**src/rtl/arb_pkg.sv**
```systemverilog
// rtl/arb_pkg.sv - shared types, sizes and priority search for rr_arbiter4
package arb_pkg;

  localparam int NUM_REQ = 4;
  localparam int IDX_W   = 2;

  typedef logic [IDX_W-1:0] idx_t;

  typedef enum logic {
    IDLE  = 1'b0,
    GRANT = 1'b1
  } state_t;

  // Search from last+1 upward with wrap; the previous owner is checked last.
  function automatic idx_t rr_pick(input logic [NUM_REQ-1:0] req, input idx_t last);
    idx_t pick;
    logic found;
    pick  = last;
    found = 1'b0;
    for (int k = 1; k <= NUM_REQ; k++) begin
      idx_t cand;
      cand = last + idx_t'(k);
      if (!found && req[cand]) begin
        pick  = cand;
        found = 1'b1;
      end
    end
    return pick;
  endfunction

endpackage

```
**src/rtl/onehot_dec2_4.sv**
```systemverilog
// rtl/onehot_dec2_4.sv - 2-bit index plus enable to 4-bit one-hot decoder
module onehot_dec2_4
  import arb_pkg::*;
(
  input  idx_t       idx,
  input  logic       en,
  output logic [3:0] onehot
);

  // Single bit at position idx when enabled, otherwise all zero.
  always_comb begin
    onehot = 4'b0000;
    if (en) onehot[idx] = 1'b1;
  end

endmodule

```
**src/rtl/rr_arbiter4.sv**
```systemverilog
// rtl/rr_arbiter4.sv - 4-way round-robin arbiter; ARB_HOLD_LIMIT_EN adds the hold limit and timeout
module rr_arbiter4
  import arb_pkg::*;
#(
  parameter int MAX_HOLD = 16
) (
  input  logic               clk,
  input  logic               rst,
  input  logic [NUM_REQ-1:0] req,
  output logic [NUM_REQ-1:0] gnt,
  output logic [IDX_W-1:0]   gnt_idx,
  output logic               gnt_valid,
  output logic               timeout
);

  if (MAX_HOLD < 2 || MAX_HOLD > 255) begin : g_bad_max_hold
    $error("rr_arbiter4: MAX_HOLD must be in 2..255");
  end

  state_t state_q, state_d;
  idx_t   idx_q, idx_d;
  idx_t   last_q, last_d;
  logic   valid_q, valid_d;

`ifdef ARB_HOLD_LIMIT_EN
  localparam logic [7:0] HOLD_LIM = 8'(MAX_HOLD);
  logic [7:0] hold_q, hold_d;
  logic       timeout_q, timeout_d;
`endif

  // Next-state: pick a winner in IDLE, hold it in GRANT until release (or limit).
  always_comb begin
    state_d = state_q;
    idx_d   = idx_q;
    last_d  = last_q;
    valid_d = valid_q;
`ifdef ARB_HOLD_LIMIT_EN
    hold_d    = hold_q;
    timeout_d = 1'b0;
`endif
    case (state_q)
      IDLE: begin
        if (|req) begin
          idx_d   = rr_pick(req, last_q);
          valid_d = 1'b1;
          state_d = GRANT;
`ifdef ARB_HOLD_LIMIT_EN
          hold_d  = 8'd1;
`endif
        end
      end
      GRANT: begin
        // Release has priority over the hold limit, so no timeout on a same-cycle release.
        if (!req[idx_q]) begin
          valid_d = 1'b0;
          last_d  = idx_q;
          state_d = IDLE;
`ifdef ARB_HOLD_LIMIT_EN
          hold_d  = 8'd0;
`endif
        end
`ifdef ARB_HOLD_LIMIT_EN
        else if (hold_q == HOLD_LIM) begin
          valid_d   = 1'b0;
          last_d    = idx_q;
          state_d   = IDLE;
          hold_d    = 8'd0;
          timeout_d = 1'b1;
        end else begin
          hold_d = hold_q + 8'd1;
        end
`endif
      end
      default: begin
        state_d = IDLE;
        valid_d = 1'b0;
      end
    endcase
  end

  // State registers; last resets to 3 so requester 0 wins first.
  always_ff @(posedge clk or posedge rst) begin
    if (rst) begin
      state_q   <= IDLE;
      idx_q     <= '0;
      last_q    <= idx_t'(NUM_REQ - 1);
      valid_q   <= 1'b0;
`ifdef ARB_HOLD_LIMIT_EN
      hold_q    <= 8'd0;
      timeout_q <= 1'b0;
`endif
    end else begin
      state_q   <= state_d;
      idx_q     <= idx_d;
      last_q    <= last_d;
      valid_q   <= valid_d;
`ifdef ARB_HOLD_LIMIT_EN
      hold_q    <= hold_d;
      timeout_q <= timeout_d;
`endif
    end
  end

  assign gnt_idx   = idx_q;
  assign gnt_valid = valid_q;

`ifdef ARB_HOLD_LIMIT_EN
  assign timeout = timeout_q;
`else
  assign timeout = 1'b0;
`endif

  onehot_dec2_4 u_dec (
    .idx    (idx_q),
    .en     (valid_q),
    .onehot (gnt)
  );

endmodule

```
**config.mk**
```make
export PLATFORM = sky130hd
export DESIGN_NAME = rr_arbiter4
export DESIGN_NICKNAME = d
export VERILOG_FILES = /design/src/rtl/arb_pkg.sv /design/src/rtl/onehot_dec2_4.sv /design/src/rtl/rr_arbiter4.sv
export SDC_FILE = /design/constraint.sdc
export NUM_CORES = 1
export LEC_CHECK = 0
export ABC_AREA = 1
export BUFFER_PORTS_ARGS = -buffer_cell sky130_fd_sc_hd__buf_2
export CAP_MARGIN = 25
export CELL_PAD_IN_SITES_DETAIL_PLACEMENT = 1
export CELL_PAD_IN_SITES_GLOBAL_PLACEMENT = 2
export CORE_MARGIN = 4
export CORE_UTILIZATION = 23
export DETAILED_ROUTE_END_ITERATION = 8
export PLACE_DENSITY = 0.73
export SLEW_MARGIN = 15
export SYNTH_ARGS = -nofsm -noshare
export SYNTH_HDL_FRONTEND = slang
export SYNTH_SLANG_ARGS = --single-unit
```
**constraint.sdc**
```tcl
create_clock -name clk -period 1.4 [get_ports clk]
set_input_delay 0.42 -clock clk [delete_from_list [all_inputs] [get_ports clk]]
set_output_delay 0.42 -clock clk [all_outputs]
set_load 0.02 [all_outputs]
```
Word-level counts from Yosys, hierarchy flattened
Index checks and enable logic that the tools add are counted.

operators by class
  $add $sub $neg = 3
  $mul = 0
  div/mod/pow operators = 0
  $lt $le $gt $ge = 6
  equality and inequality tests = 2
  shift-type cells = 0
  multiplexer cells = 32
  bitwise gates (word level) = 2
  reductions and logical operators = 11

operators with widths
  operator                                                               count
  1-bit 2-to-1 mux                                                       19
  2-bit by 3-bit < comparator with 1-bit output, second input constant   5
  1-bit binary-select mux with 2-bit select                              5
  2-bit 2-to-1 mux                                                       4
  2-bit AND reduction                                                    3
  2-bit adder, second input constant                                     2
  1-bit logical AND                                                      4
  4-bit 2-to-1 mux                                                       1
  2-bit inequality test, second input constant                           2
  1-bit case mux with 2 select lines                                     2
  4-bit OR reduction                                                     1
  1-bit logical NOT                                                      3
  2-bit by 1-bit adder with 2-bit output, second input constant          1
  1-bit demux with 2-bit select                                          1
  2-bit by 1-bit >= comparator with 1-bit output, second input constant  1
  1-bit inverter                                                         2

storage, ports and cells
  bits in registers = 6
  latch bits = 0
  memory bits (writable) = 0
  memory bits (read-only) = 0
  bits of input ports = 6
  output and inout port bits = 8
  word-level logic and storage cells = 60
  memories kept = 0

Logic depth before layout (Yosys ltp)
Gate-level depths: netlist of run 1.

  depth in word-level cells = 19
  mapped depth = 12
  depth with buffers taken out = 11

Cells and area by module
From an unflattened synthesis of run 1, not the netlist that was laid out.

second synthesis, totals
  cells, all modules = 84
  area, all modules = 551.8 sq um

modules (own cells, without submodules)
  module         instances  cells an instance  area an instance (sq um)  sequential area each (sq um)
  rr_arbiter4    1          76                 521.8                     152.6
  onehot_dec2_4  1          8                  30.0                      0.0

Least setup slack after synthesis of run 1
OpenSTA, ideal clock, no wires.

  path type = reg-to-output
  start = register idx_q[0], in the netlist gnt_idx[0]
  end = output port gnt[1]
  arrival time = 1160 ps
  path slack = -180 ps
  stages on the path, launching flop included = 3
  path buffers = 0
  cells stage by stage = dfrtp_1 > inv_1 > nor3_1

on the way
  word-level cells in the longest chain between the ends = 5
  elaborated cells between the ends (all ways) = 6

RTL lines
  element                                                                                                                                RTL line             source
  start: declaration                                                                                                                     rr_arbiter4.sv:21    idx_t idx_q, idx_d;
  start signal: assignment                                                                                                               rr_arbiter4.sv:94    idx_q <= idx_d;
  2-bit by 3-bit < comparator with 1-bit output (not written as such) or 2-bit by 1-bit >= comparator with 1-bit output (tied branches)  onehot_dec2_4.sv:13  if (en) onehot[idx] = 1'b1;
  1-bit logical AND (not written as such)                                                                                                onehot_dec2_4.sv:13
  1-bit 2-to-1 mux (not written as such)                                                                                                 onehot_dec2_4.sv:13
  1-bit demux with 2-bit select *                                                                                                        n/a
  4-bit 2-to-1 mux *                                                                                                                     onehot_dec2_4.sv:13
  end: declaration                                                                                                                       rr_arbiter4.sv:10    output logic [NUM_REQ-1:0] gnt,

Every way passes the cells marked *; elsewhere a longest branch is shown, timed or not.

Final worst setup path of run 1
  start = register last_q[0]
  end = register idx_q[1], in the netlist gnt_idx[1]

on the way
  word-level cells in the longest chain between the ends = 19
  elaborated cells between the ends (all ways) = 30

RTL lines
  element                                    RTL line           source
  start: declaration                         rr_arbiter4.sv:22  idx_t last_q, last_d;
  start signal: assignment                   rr_arbiter4.sv:86  last_q <= idx_t'(NUM_REQ - 1);
  start signal: assignment                   rr_arbiter4.sv:95  last_q <= last_d;
  2-bit by 1-bit adder with 2-bit output     arb_pkg.sv:22      cand = last + idx_t'(k);
  1-bit binary-select mux with 2-bit select  arb_pkg.sv:23      if (!found && req[cand]) begin
  1-bit 2-to-1 mux (not written as such)     arb_pkg.sv:23
  1-bit 2-to-1 mux                           arb_pkg.sv:23
  1-bit 2-to-1 mux                           rr_arbiter4.sv:43  if (|req) begin
  1-bit 2-to-1 mux                           rr_arbiter4.sv:41  case (state_q)
  1-bit logical NOT                          arb_pkg.sv:23
  1-bit logical AND                          arb_pkg.sv:23
  (+3 left out)                              n/a
  1-bit logical NOT                          arb_pkg.sv:23
  1-bit logical AND                          arb_pkg.sv:23
  1-bit 2-to-1 mux                           arb_pkg.sv:23
  1-bit 2-to-1 mux                           rr_arbiter4.sv:43
  1-bit 2-to-1 mux                           rr_arbiter4.sv:41
  1-bit logical NOT                          arb_pkg.sv:23
  1-bit logical AND                          arb_pkg.sv:23
  2-bit 2-to-1 mux *                         arb_pkg.sv:23

Every way passes the cells marked *; elsewhere a longest branch is shown, timed or not. The select of a mux whose other input is x is not followed.
A chain may end at the register's enable or synchronous reset.

==> results of run 1 <==
cell usage in the layout (no fill, tap or decap), types with 2 or more instances in the layout:
cell      count
nand2_1      29
buf_4        17
nand2_2       8
buf_2         8
a21oi_1       6
inv_2         4
inv_1         4
nand3_2       3
nor3_2        3
clkbuf_4      3
buf_6         3
nand2_4       2
nand4_1       2
nand3_1       2
dfrtp_2       2
dfrtp_1       2
dfstp_2       2
metal layers:
metal | part of all wire [%] | GRT usage, % | routed length, um
met5 | 0 | 0 | 0
met4 | 0.98 | 4.167 | 17
met2 | 52 | 20.61 | 908
met1 | 43 | 13.71 | 755
met3 | 3.3 | 4.408 | 57
registers in the layout (all words and copies together) (netlist names):
name and cells:
state_q 1, gnt_idx 2, last_q 2, gnt_valid 1
power by group through the flow:
stage / logic (mW) / registers, mW / clock network [mW]
2_1_floorplan: 0.841 / 0.413 / 0
3_3_place_gp: 1.18 / 0.409 / 0
3_5_place_dp: 1.20 / 0.415 / 0
4_1_cts: 1.40 / 0.402 / 0.185
5_1_grt: 1.73 / 0.436 / 0.199
6_report: 1.56 / 0.415 / 0.175
how the worst min path moves through the flow:
| stage | startpoint | to |
|---|---|---|
| floorplan | rst | gnt_idx[0]$_DFFE_PP0P_ |
| global placement | rst | gnt_idx[1]$_DFFE_PP0P_ |
| detailed placement | rst | gnt_idx[1]$_DFFE_PP0P_ |
| CTS | rst | gnt_valid$_DFFE_PP0P_ |
| global route | rst | gnt_valid$_DFFE_PP0P_ |
| finish | rst | state_q$_DFF_PP0_ |
through the flow:
stage	power (mW)	setup slack, ps
floorplan	1.254	-63.95
global placement	1.591	-157.2
detailed placement	1.613	-109.9
CTS	1.988	-92.82
global route	2.367	-217.7
finish	2.146	-131.8
cell usage after synthesis, types with 2 or more instances:
cell,number,area (um2)
dfstp_2,2,52.55
dfrtp_1,4,100.1
nand2_2,10,62.56
o21ai_1,2,10.01
nand2_1,29,108.9
nand4_1,2,12.51
inv_1,7,26.28
a21oi_1,6,30.03
nor3_1,4,20.02
nand3_1,5,25.02
inv_2,2,7.510
critical path: stages (launching register included):
cell and delay, ps:
dfstp_2 630, inv_6 70, nand2_2 50, nand2_1 80, nand2_2 110, buf_4 120
nand4_1 110, nand3_2 90, nand2_1 60, nand2_1 60, nand2_1 50
cell type report:
class                   count  area (um2)
clock buffers               4       26.28
flip-flops and latches      6       155.1
multi-input cells          63       361.6
well taps                  28       35.03
fillers                   280        1366
inverters                  10       45.04
repair buffers             28       201.4
cell families (layout without fill, tap and decap cells):
kind of cell / Yosys count / count (layout) / synth area share, %
and+or+nand+nor: 53 / 53 / 49.88
DFF: 6 / 6 / 29.12
buffers and inverters: 12 / 42 / 11.70
other: 1 / 1 / 0.7153
AOI/OAI and AO/OA: 9 / 9 / 8.591
what timing repair did:
item / 4_1_cts / 5_1_grt
setup buffers: 6 / 0
endpoints found under the setup margin: 8 / 7
pin swaps: 5 / 3
gates resized for setup: 9 / 12
hold buffers: 0 / 0
==> flow_metrics.tcl, run 1 <==
set metrics [dict create \
    path_clk_slew_ps 50 \
    crit_fanout 7 \
    wl_mm 1.738 \
    finalHoldViolations 0 \
    ir_drop_v 0.001062 \
    drc_errors 0 \
    arrival_ps 1670 \
    grt_pass1_vias 660 \
    synthFlopType "dfrtp_1" \
    power_leakage_nw 0.4212 \
    placed_cells 129 \
    h-tree-depth 1 \
    place_area_um2 690.7 \
    slew_viol_final 0 \
    switching_share_pct 50.96 \
    insertion_delay_ps 250 \
    grt_overflow_total 0 \
    worstSetupEndpointType "flop" \
    rr_startpoint "last_q[0]$_DFFE_PP1P_" \
    final_nets 118 \
    status "complete, but fails checks" \
    die_h_um 55.74 \
    fin_skew_ps 2.306 \
    final_core_util_pct 37.64 \
    io_buffers 12 \
    start_util_pct 23.93 \
    diodes 0 \
    clock_sinks 6 \
    setup_viol 6 \
    r2r_slack_ps -130 \
    area_delta_synth_final_pct 57.28 \
    first_pass_iters 4 \
    grt_max_degree 8 \
    dieArea_um2 3107 \
    p_int_mw 1.052 \
    pwr-share-seq_pct 19.4 \
    fmax_mhz 652.8 \
    maxCapViolations 0 \
    clk_path_buf_depth 2 \
    comb_power_share_pct 72.5 \
    yosys.cell_types.count 19 \
    syn-num-nets 87 \
    antenna_found_initial 0 \
    gp_congestion 0.7080 \
    post-route-min-period_ps 1532 \
    postSynthCellCount 81 \
    ys_seq_area_share_pct 29.12 \
    drt-initial-drc-count 3 \
    stdcell_count 139 \
    stdcell_area_um2 824.5 \
    rr_endpoint "gnt_idx[1]$_DFFE_PP0P_" \
    violations "negative setup slack" \
    track_usage_pct 12.06 \
    clock-root-buffer "clkbuf_4" \
    ys_ff_latch 6 \
    synth-edff-count 0 \
    pin_count 14 \
    numCtsBuffers 3 \
    via_count 627 \
    fin_setup_tns_ps -483.2 \
    viasPerCell 4.511 \
    wl_per_cell_um 12.50 \
    required_ps 1540 \
    cts_tree "yes" \
    post_synth.cell_area_avg_um2 6.472 \
    timing.final.ws_setup_ps -131.8 \
    min_path_type "in -> async" \
    min_period_over_period_pct 109.4 \
    grt_pass1_wl_mm 2.911 \
    switchingPower_mw 1.093 \
    clkPwrFrac_pct 8.2 \
    row_count 17 \
    whs_ps 74.56 \
    netlist_area_um2 524.3 \
    core_um2 2191 \
    drtAntennaViolNets 0 \
    rsz0062_at_grt "yes" \
    ff2ff_path_depth 10 \
    power.density_nw_per_um2 2602 \
    endpoint "gnt_idx[1]$_DFFE_PP0P_" \
    crit_type "reg -> reg" \
    dp_hpwl_mm 1.233 \
    final_layout_size_suffix_gt1_share_pct 54.05 \
    async_reset_ff_share_pct 100.0 \
    die_x_um 55.74 \
    crit_path_start_kind "flop" \
    yosysWarnings 0 \
    crit_start "last_q[0]$_DFFE_PP1P_" \
]
Note: power is estimated with default switching activity, not from simulation.
==> run 2, diff against run 1 <==
==> constraint.sdc (replaced) <==
create_clock -name clk -period 1.28 [get_ports clk]
set_input_delay 0.384 -clock clk [delete_from_list [all_inputs] [get_ports clk]]
set_output_delay 0.384 -clock clk [all_outputs]
set_load 0.02 [all_outputs]
==> flow_metrics.tcl, run 2 (synthesis results as in run 1) <==
set metrics [dict create \
    status "complete, but fails checks" \
    violations "negative setup slack" \
    drtAntennaViolNets 0 \
    path_clk_slew_ps 50 \
    core_um2 2191 \
    h-tree-depth 1 \
    place_area_um2 703.2 \
    clock-root-buffer "clkbuf_4" \
    crit_path_frequent_cell "nand2_1" \
    clkPwrFrac_pct 7.7 \
    power.density_nw_per_um2 2830 \
    grt_overflow_total 0 \
    p_int_mw 1.131 \
    wl_per_cell_um 12.53 \
    start_util_pct 23.93 \
    rr_startpoint "last_q[0]$_DFFE_PP1P_" \
    worstPathCellList "nand2_1 > nand2_2 > nand2_2 > nand2_2 > inv_2 > buf_4 > nand4_1 > nand2_1 > nand2_1 > nand2_1" \
    arrival_ps 1640 \
    pin_count 14 \
    min_path_type "in -> async" \
    final_core_util_pct 36.72 \
    viasPerCell 4.468 \
    clock_sinks 6 \
    final_cell_mix "27 x nand2_1, 17 x buf_4, 12 x nand2_2" \
    wl_mm 1.741 \
    crit_path_start_kind "flop" \
    min_period_over_period_pct 117.9 \
    slew_viol_final 0 \
    dp_hpwl_mm 1.263 \
    stdcell_area_um2 804.5 \
    final_layout_size_suffix_gt1_share_pct 54.05 \
    first_pass_iters 2 \
    timing.final.ws_setup_ps -229.1 \
    crit_fanout 6 \
    pwr-share-seq_pct 19.4 \
    drt-initial-drc-count 3 \
    comb_power_share_pct 72.9 \
    die_h_um 55.74 \
    crit_type "reg -> reg" \
    grt_pass1_wl_mm 3.091 \
    antenna_found_initial 0 \
    power_leakage_nw 0.4161 \
    row_count 17 \
    gp_congestion 0.7478 \
    diodes 0 \
    numCtsBuffers 3 \
    ctsHoldBuffers 0 \
    grt_max_degree 8 \
    via_count 621 \
    fin_skew_ps 1.353 \
    io_buffers 12 \
    clk_path_buf_depth 2 \
    maxCapViolations 0 \
    switchingPower_mw 1.146 \
    cts_tree "yes" \
    setup_viol 12 \
    grt_pass1_vias 674 \
    finalHoldViolations 0 \
    final_common_cell "nand2_1" \
    track_usage_pct 12.03 \
    rsz0062_at_grt "yes" \
    insertion_delay_ps 240 \
    cp_slowest_stage_delay_ps 620 \
    dieArea_um2 3107 \
    fmax_mhz 662.6 \
    die_x_um 55.74 \
    worstSetupEndpointType "flop" \
    switching_share_pct 50.34 \
    drc_errors 0 \
    post-route-min-period_ps 1509 \
    final_nets 119 \
    crit_start "last_q[0]$_DFFE_PP1P_" \
    area_delta_synth_final_pct 53.46 \
    ir_drop_v 0.001405 \
    slowest_stage "dfstp_2" \
    required_ps 1410 \
]
-- run 2: cell types whose count changed in the layout (fill, tap and decap cells not counted), sizes merged --
cell    before  now
clkbuf       4    3
buf         28   29
-- run 2: path summary, 6_finish.rpt --
path,endpoint,slack (ps),cells after the start
min in group clk,state_q$_DFF_PP0_,590,2
max reg2reg,gnt_idx[1]$_DFFE_PP0P_,-230,10
min,gnt_idx[0]$_DFFE_PP0P_,40,2
min reg2reg,state_q$_DFF_PP0_,590,2
max in group asynchronous,last_q[0]$_DFFE_PP1P_,980,2
max,gnt_idx[1]$_DFFE_PP0P_,-230,10
-- run 2: layout make-up --
type	count	area [um2]
Fill cell	281	1386
Timing Repair Buffer	29	212.7
Tap cell	28	35.03
Inverter	10	42.54
Multi-Input combinational cell	63	337.8
Clock buffer	3	22.52
Sequential cell	6	153.9
-- run 2: what timing repair did --
action / CTS / global route
endpoints found under the setup margin: 8 / 12
buffers inserted: 5 / 2
resized for setup: 10 / 6
pin swaps: 3 / 2
endpoints found under the hold margin: 0 / 0
-- run 2: worst max-delay path, delay by kind of cell, from the launching register on --
kind                   cells  cell delay [ps]
buffers and inverters      2              170
and+or+nand+nor            8              590
DFF                        1              620
-- run 2: per-stage QoR --
stage                     worst slack, ps  TNS (ps)  power (mW)  hold WS [ps]  std cells
after global placement             -198.6    -413.8       1.776         303.1        130
after floorplan                    -147.9    -674.9       1.386         173.5         81
after global routing               -318.6     -2416       2.515         54.37        139
final                              -229.1     -1271       2.277         43.87        139
after CTS                          -208.0     -1269       2.175         46.36        138
after detailed placement           -243.6    -568.3       1.809         306.4        130
-- run 2: metal layers --
layer	share of wire (%)	up-vias	global-route usage (%)
met5	0	-	0
met4	0	0	2.083
met3	2.1	0	1.856
met2	53	7	21.11
met1	44	295	15.59
li1	-	319	-
-- run 2: power groups by stage --
stage | clock (mW) | sequential (mW) | combinational, mW
2_1_floorplan | 0 | 0.454 | 0.931
3_3_place_gp | 0 | 0.432 | 1.34
3_5_place_dp | 0 | 0.438 | 1.37
4_1_cts | 0.178 | 0.439 | 1.56
5_1_grt | 0.193 | 0.466 | 1.86
6_report | 0.174 | 0.443 | 1.66
